$ cat config.mk
export PLATFORM = sky130hd
export DESIGN_NAME = i2c_xfer_seq
export DESIGN_NICKNAME = d
export VERILOG_FILES = /design/src/rtl/i2c_xfer_seq.sv
export SDC_FILE = /design/constraint.sdc
export NUM_CORES = 1
export LEC_CHECK = 0
export BUFFER_PORTS_ARGS = -buffer_cell sky130_fd_sc_hd__buf_2
export CAP_MARGIN = 15
export CORE_MARGIN = 4
export CORE_UTILIZATION = 51
export DETAILED_ROUTE_END_ITERATION = 16
export HOLD_SLACK_MARGIN = 0.03
export PLACE_DENSITY = 0.77
export REMOVE_ABC_BUFFERS = 1
export SYNTH_ARGS = -nofsm -noshare
export SYNTH_HDL_FRONTEND = slang
export SYNTH_SLANG_ARGS = --single-unit
$ cat constraint.sdc
create_clock -name clk -period 2.65 [get_ports clk]
set_clock_uncertainty 0.15 [all_clocks]
set_input_delay 0.1325 -clock clk [delete_from_list [all_inputs] [get_ports clk]]
set_output_delay 0.1325 -clock clk [all_outputs]
set_load 0.02 [all_outputs]
$ cat src/rtl/i2c_xfer_seq.sv
// i2c_xfer_seq: drives one complete I2C read or write transfer through an
// APB-attached I2C controller (enable, address byte, data bytes, bus idle wait),
// with a per-wait-state stall limit that falls back to a controller soft reset.
module i2c_xfer_seq #(
    parameter int          TIMEOUT = 4096,
    parameter logic [31:0] BASE    = 32'h0
) (
    input  logic        clk,
    input  logic        rstn,
    input  logic        cmd_valid,
    output logic        cmd_ready,
    input  logic        cmd_rnw,
    input  logic [6:0]  cmd_addr,
    input  logic [3:0]  cmd_len,
    input  logic        wdat_valid,
    output logic        wdat_ready,
    input  logic [7:0]  wdat,
    output logic        rdat_valid,
    input  logic        rdat_ready,
    output logic [7:0]  rdat,
    output logic        done,
    output logic        err,
    output logic        psel,
    output logic        penable,
    output logic        pwrite,
    output logic [31:0] paddr,
    output logic [31:0] pwdata,
    input  logic [31:0] prdata,
    input  logic        pready
);

    localparam logic [31:0] OFF_CR     = 32'h100;
    localparam logic [31:0] OFF_SR     = 32'h104;
    localparam logic [31:0] OFF_TXFIFO = 32'h108;
    localparam logic [31:0] OFF_RXFIFO = 32'h10C;
    localparam logic [31:0] OFF_TXOCY  = 32'h114;
    localparam logic [31:0] OFF_RXOCY  = 32'h118;
    localparam logic [31:0] OFF_SRST   = 32'h040;

    localparam int            TW   = (TIMEOUT < 2) ? 1 : $clog2(TIMEOUT + 1);
    localparam logic [TW-1:0] TLIM = TW'(TIMEOUT);

    typedef enum logic [3:0] {
        S_IDLE, S_EN, S_ADDR, S_WPOLL, S_WDATA, S_RCNT,
        S_RPOLL, S_RDATA, S_ROUT, S_BBPOLL, S_SRST, S_DONE
    } state_t;

    typedef enum logic [1:0] {AP_IDLE, AP_SETUP, AP_ACCESS} apb_t;

    state_t        state;
    apb_t          ap;
    logic [6:0]    addr_q;
    logic          rnw_q;
    logic [3:0]    len_q;
    logic [3:0]    rem;
    logic          eflag;
    logic [TW-1:0] tcnt;

    logic          acc_req;
    logic          acc_wr;
    logic [31:0]   acc_off;
    logic [31:0]   acc_dat;
    logic          counting;
    logic          timed_out;
    logic          unused_prdata;

    assign cmd_ready     = (state == S_IDLE);
    assign counting      = (state inside {S_WPOLL, S_WDATA, S_RPOLL, S_ROUT, S_BBPOLL});
    assign timed_out     = counting && (tcnt == TLIM) && (ap == AP_IDLE);
    assign unused_prdata = ^prdata[31:8];

    // Register access each state wants to launch; reads always carry zero write data
    always_comb begin
        acc_req = 1'b0;
        acc_wr  = 1'b0;
        acc_off = 32'h0;
        acc_dat = 32'h0;
        case (state)
            S_EN:     begin acc_req = 1'b1; acc_wr = 1'b1; acc_off = OFF_CR; acc_dat = 32'h1; end
            S_ADDR:   begin acc_req = 1'b1; acc_wr = 1'b1; acc_off = OFF_TXFIFO;
                            acc_dat = {22'b0, 1'b0, 1'b1, addr_q, rnw_q}; end
            S_WPOLL:  begin acc_req = 1'b1; acc_off = OFF_TXOCY; end
            S_WDATA:  begin acc_req = wdat_valid && wdat_ready; acc_wr = 1'b1; acc_off = OFF_TXFIFO;
                            acc_dat = {22'b0, (rem == 4'd1), 1'b0, wdat}; end
            S_RCNT:   begin acc_req = 1'b1; acc_wr = 1'b1; acc_off = OFF_TXFIFO;
                            acc_dat = {22'b0, 1'b1, 1'b0, 4'b0, len_q}; end
            S_RPOLL:  begin acc_req = 1'b1; acc_off = OFF_RXOCY; end
            S_RDATA:  begin acc_req = 1'b1; acc_off = OFF_RXFIFO; end
            S_BBPOLL: begin acc_req = 1'b1; acc_off = OFF_SR; end
            S_SRST:   begin acc_req = 1'b1; acc_wr = 1'b1; acc_off = OFF_SRST; acc_dat = 32'hA; end
            default:  ;
        endcase
    end

    // Transfer sequencer and APB engine; every state change clears the stall counter
    always_ff @(posedge clk or negedge rstn) begin
        if (!rstn) begin
            state      <= S_IDLE;
            ap         <= AP_IDLE;
            addr_q     <= 7'd0;
            rnw_q      <= 1'b0;
            len_q      <= 4'd0;
            rem        <= 4'd0;
            eflag      <= 1'b0;
            tcnt       <= '0;
            psel       <= 1'b0;
            penable    <= 1'b0;
            pwrite     <= 1'b0;
            paddr      <= 32'h0;
            pwdata     <= 32'h0;
            done       <= 1'b0;
            err        <= 1'b0;
            wdat_ready <= 1'b0;
            rdat_valid <= 1'b0;
            rdat       <= 8'h0;
        end else begin
            if (counting && tcnt != TLIM)
                tcnt <= tcnt + TW'(1);
            case (ap)
                AP_IDLE: begin
                    if (timed_out) begin
                        state      <= S_SRST;
                        tcnt       <= '0;
                        wdat_ready <= 1'b0;
                        rdat_valid <= 1'b0;
                    end else begin
                        if (acc_req) begin
                            psel    <= 1'b1;
                            penable <= 1'b0;
                            pwrite  <= acc_wr;
                            paddr   <= BASE + acc_off;
                            pwdata  <= acc_dat;
                            ap      <= AP_SETUP;
                        end
                        case (state)
                            S_IDLE: if (cmd_valid) begin
                                addr_q <= cmd_addr;
                                rnw_q  <= cmd_rnw;
                                len_q  <= cmd_len;
                                rem    <= cmd_len;
                                tcnt   <= '0;
                                eflag  <= (cmd_len == 4'd0);
                                state  <= (cmd_len == 4'd0) ? S_DONE : S_EN;
                            end
                            S_WDATA: wdat_ready <= !(wdat_valid && wdat_ready);
                            S_ROUT: if (rdat_valid && rdat_ready) begin
                                rdat_valid <= 1'b0;
                                if (rem != 4'd0) rem <= rem - 4'd1;
                                state <= (rem > 4'd1) ? S_RPOLL : S_BBPOLL;
                                tcnt  <= '0;
                            end
                            S_DONE: begin
                                if (!done) begin
                                    done <= 1'b1;
                                    err  <= eflag;
                                end else begin
                                    done  <= 1'b0;
                                    err   <= 1'b0;
                                    state <= S_IDLE;
                                end
                            end
                            default: ;
                        endcase
                    end
                end
                AP_SETUP: begin
                    penable <= 1'b1;
                    ap      <= AP_ACCESS;
                end
                AP_ACCESS: if (pready) begin
                    psel    <= 1'b0;
                    penable <= 1'b0;
                    ap      <= AP_IDLE;
                    case (state)
                        S_EN:   begin state <= S_ADDR; tcnt <= '0; end
                        S_ADDR: begin state <= rnw_q ? S_RCNT : S_WPOLL; tcnt <= '0; end
                        S_WPOLL: if (prdata[4:0] < 5'd16) begin
                            state <= S_WDATA;
                            tcnt  <= '0;
                        end
                        S_WDATA: begin
                            if (rem != 4'd0) rem <= rem - 4'd1;
                            state <= (rem > 4'd1) ? S_WPOLL : S_BBPOLL;
                            tcnt  <= '0;
                        end
                        S_RCNT: begin state <= S_RPOLL; tcnt <= '0; end
                        S_RPOLL: if (prdata[4:0] != 5'd0) begin
                            state <= S_RDATA;
                            tcnt  <= '0;
                        end
                        S_RDATA: begin
                            rdat       <= prdata[7:0];
                            rdat_valid <= 1'b1;
                            state      <= S_ROUT;
                            tcnt       <= '0;
                        end
                        S_BBPOLL: if (!prdata[2]) begin
                            eflag <= 1'b0;
                            state <= S_DONE;
                            tcnt  <= '0;
                        end
                        S_SRST: begin
                            eflag <= 1'b1;
                            state <= S_DONE;
                            tcnt  <= '0;
                        end
                        default: ;
                    endcase
                end
                default: ap <= AP_IDLE;
            endcase
        end
    end

endmodule

==> results.toml <==
[clocking]
clock_latency_ns = 0.34
numCtsBuffers = 9
cts_tree = "built"
holdBufCountCts = 28
clock-root-buffer = "clkbuf_8"
cts.clk_slew.worst_paths_ns = 0.07
htree_levels = 3
clk_path_buf_depth = 2
cts-resized-gates = 0
cts_sinks = 66
postCtsSetupBuffers = 0

[power_and_ir_drop]
clkPwrFrac_pct = 41.3
switching_power_mw = 0.5279
cellPowerDensity_nw_per_um2 = 428.3
power_frac_seq_pct = 48.8
power.total_mw = 2.102
power_leakage_nw = 2.448
p_int_mw = 1.575
combinationalPowerShare_pct = 10.0
ir_drop_v = 0.0002554
swShare_pct = 25.11

[setup_path]
reg2reg_slack_ns = 0.21
required_ns = 2.69
crit_fanout = 9
critPathKind = "reg -> reg"
endpoint_kind = "flip-flop"
r2r_cells = 7
arrival_ns = 2.48
worst_setup_path_start_kind = "flip-flop"

[floorplanning]
die_area_um2 = 9450
rows = 32
io_pins = 138
coreArea_um2 = 7727
die_x_um = 97.21
start_util_pct = 52.53
dieHeight_um = 97.21

[global_routing]
grt_pass1_vias = 3564
antenna_found_initial = 0
grt_util_all_layers_pct = 22.55
grt-ovfl-total = 0
grt_pass1_wl_um = 17480
grt_max_degree = 37

[synth]
syn-cell-area_um2 = 4059
syn_inst = 433
ys_async_sr_fraction_pct = 100.0
yosysTopAreaCell = "dfrtp_1"
ys.flop_type = "dfrtp_1"
yosysSeqAreaShare_pct = 40.69
yosys_warnings = 0
synth_seq_cells = 66
syn_area_per_cell_um2 = 9.374
synth_top_area_share_pct = 40.69
synth-edff-count = 0
synthDistinctLibCells = 61
synth.area.top_cells = "dfrtp_1 41%, buf_4 9.1%, mux2_2 5.8%"

[detailed_routing]
wl_met1_um = 4312
dr.max_layer_used = "met4"
vias = 3530
drcViolationCount = 0
dr.pass1.iters = 4
wl_per_cell_um = 16.30
ant_nets = 0
drtIter0Drc = 239
wl_um = 10550
wl_met2_um = 5356
vias_per_cell = 5.456
dr_wl_met3_um = 614

[layout]
multi_input_area_um2 = 2069
fin_util_pct = 63.52
syn_to_final_growth_pct = 20.93
n_fill_cell = 656
regArea_um2 = 1652
nets = 603
final_area_um2 = 4908
diodes = 0
layout-drive-gt1-share_pct = 25.14

[placed_design]
hpwl_um = 7629
place_area_um2 = 4423
place_ws_ns = 0.1893
io_buffers = 64
gp_congestion = 0.9184

[timing]
fin_crit_ns = 2.440
rsz0062_at_grt = "no"
fin_ws_ns = 0.2096
holdWs_ns = 0.1539
fin_crit_sh_pct = 92.09
final-hold-violation-count = 0
slew_headroom_pct = 48.88
setup_viol = 0
worstMarginPinSlew_ns = 0.7598
slew_viol_final = 0
fmax_mhz = 409.8

[outcome]
status = "completed"

[job]
max-cap-violations = 0

[worst_hold_path]
hp-class = "in -> reg"
min_path_cells = 5
## cells by family after synthesis
group,Yosys count,synth area share [%]
and+or+nand+nor,140,18.00
AOI/OAI and AO/OA,99,16.62
buffers and inverters,81,12.76
DFF,66,40.69
muxes,26,7.059
xor gates and xnor gates,15,3.237
adders and majority gates,5,1.541
other,1,0.09239
## metrics by stage
step,setup TNS (ns),instances
3_3_place_gp,0,603
5_1_grt,0,647
2_1_floorplan,-2.698,413
4_1_cts,0,647
3_5_place_dp,0,603
6_report,0,647
## per-layer routing
| metal | up-vias | track usage, % |
|---|---|---|
| met5 | - | 0 |
| met3 | 22 | 4.020 |
| met1 | 1713 | 27.58 |
| met4 | 0 | 8.733 |
| met2 | 122 | 39.49 |
| li1 | 1673 | - |
## path summary, 6_finish.rpt
check,from,end
setup / recovery,tcnt[0]$_DFF_PN0_,pwdata[1]$_DFFE_PN0P_
hold / removal,wdat[0],pwdata[0]$_DFFE_PN0P_
setup reg to reg,tcnt[0]$_DFF_PN0_,pwdata[1]$_DFFE_PN0P_
hold reg to reg,pwdata[7]$_DFFE_PN0P_,pwdata[7]$_DFFE_PN0P_
max in group asynchronous,rstn,paddr[6]$_DFFE_PN0P_
min in group asynchronous,rstn,tcnt[8]$_DFF_PN0_
## registers in the layout (all words and copies together) (netlist names)
name and count:
eflag 1, state 4, wdat_ready 1, addr_q 7, rem 4, penable 1, len_q 4, ap 2
rdat_valid 1, pwrite 1, rnw_q 1, pwdata 10, tcnt 13, err 1, paddr 5, rdat 8
psel 1, done 1
## cells in the mapped netlist (all sizes together) (2+ instances only)
library cell and count:
o211ai 4, nor3 8, or3 2, nand4 3
and3 10, xnor2 6, o221a 2, a22oi 5
mux2 21, nor3b 3, nor4b 5, o22ai 4
a31oi 4, and2 4, nand2 36, a32oi 2
nand3 16, inv 13, a41oi 2, nor2b 5
nand2b 5, o41ai 3, a21oi 21, o31ai 2
clkbuf 4, o21a 2, nor2 29, dfrtp 66
ha 5, buf 64, or2 2, nor4 7
a211oi 4, xor2 9, o21ai 27, nand3b 2
o22a 3, o221ai 3, mux2i 5, a2bb2oi 3
## layout make-up
type,count,share of cell area (%)
clock buffer,12,3.161
sequential,66,33.65
tap,102,2.600
timing repair buffer,116,16.42
multi-input combinational,334,42.16
inverter,13,0.9941
clock inverter,4,1.020
## power by group through the flow
stage / sequential (mW) / clock (mW) / combinational, mW
after detailed placement: 1.04 / 0 / 0.174
after global routing: 1.03 / 0.929 / 0.230
after global placement: 1.04 / 0 / 0.168
after floorplan: 1.04 / 0 / 0.101
final: 1.03 / 0.867 / 0.209
after CTS: 1.02 / 0.884 / 0.205
## cells in the final DEF (no fill, tap or decap), types with 9 or more instances in the layout
master	instances
buf_2	64
xor2_1	9
and3_1	10
dfrtp_1	66
a21oi_1	21
inv_1	13
o21ai_0	25
conb_1	49
buf_4	22
clkbuf_8	11
nand2_1	36
nor2_1	29
nand3_1	16
mux2_2	21
dlygate4sd3_1	28
## critical path: stages (launching register included)
cell	delay, ns
dfrtp_1	0.41
inv_1	0.10
ha_1	0.14
nor4b_1	0.40
nand3_1	0.19
o211ai_2	0.35
o21bai_1	0.36
o21ai_0	0.19
(Power assumes the default switching activity.)
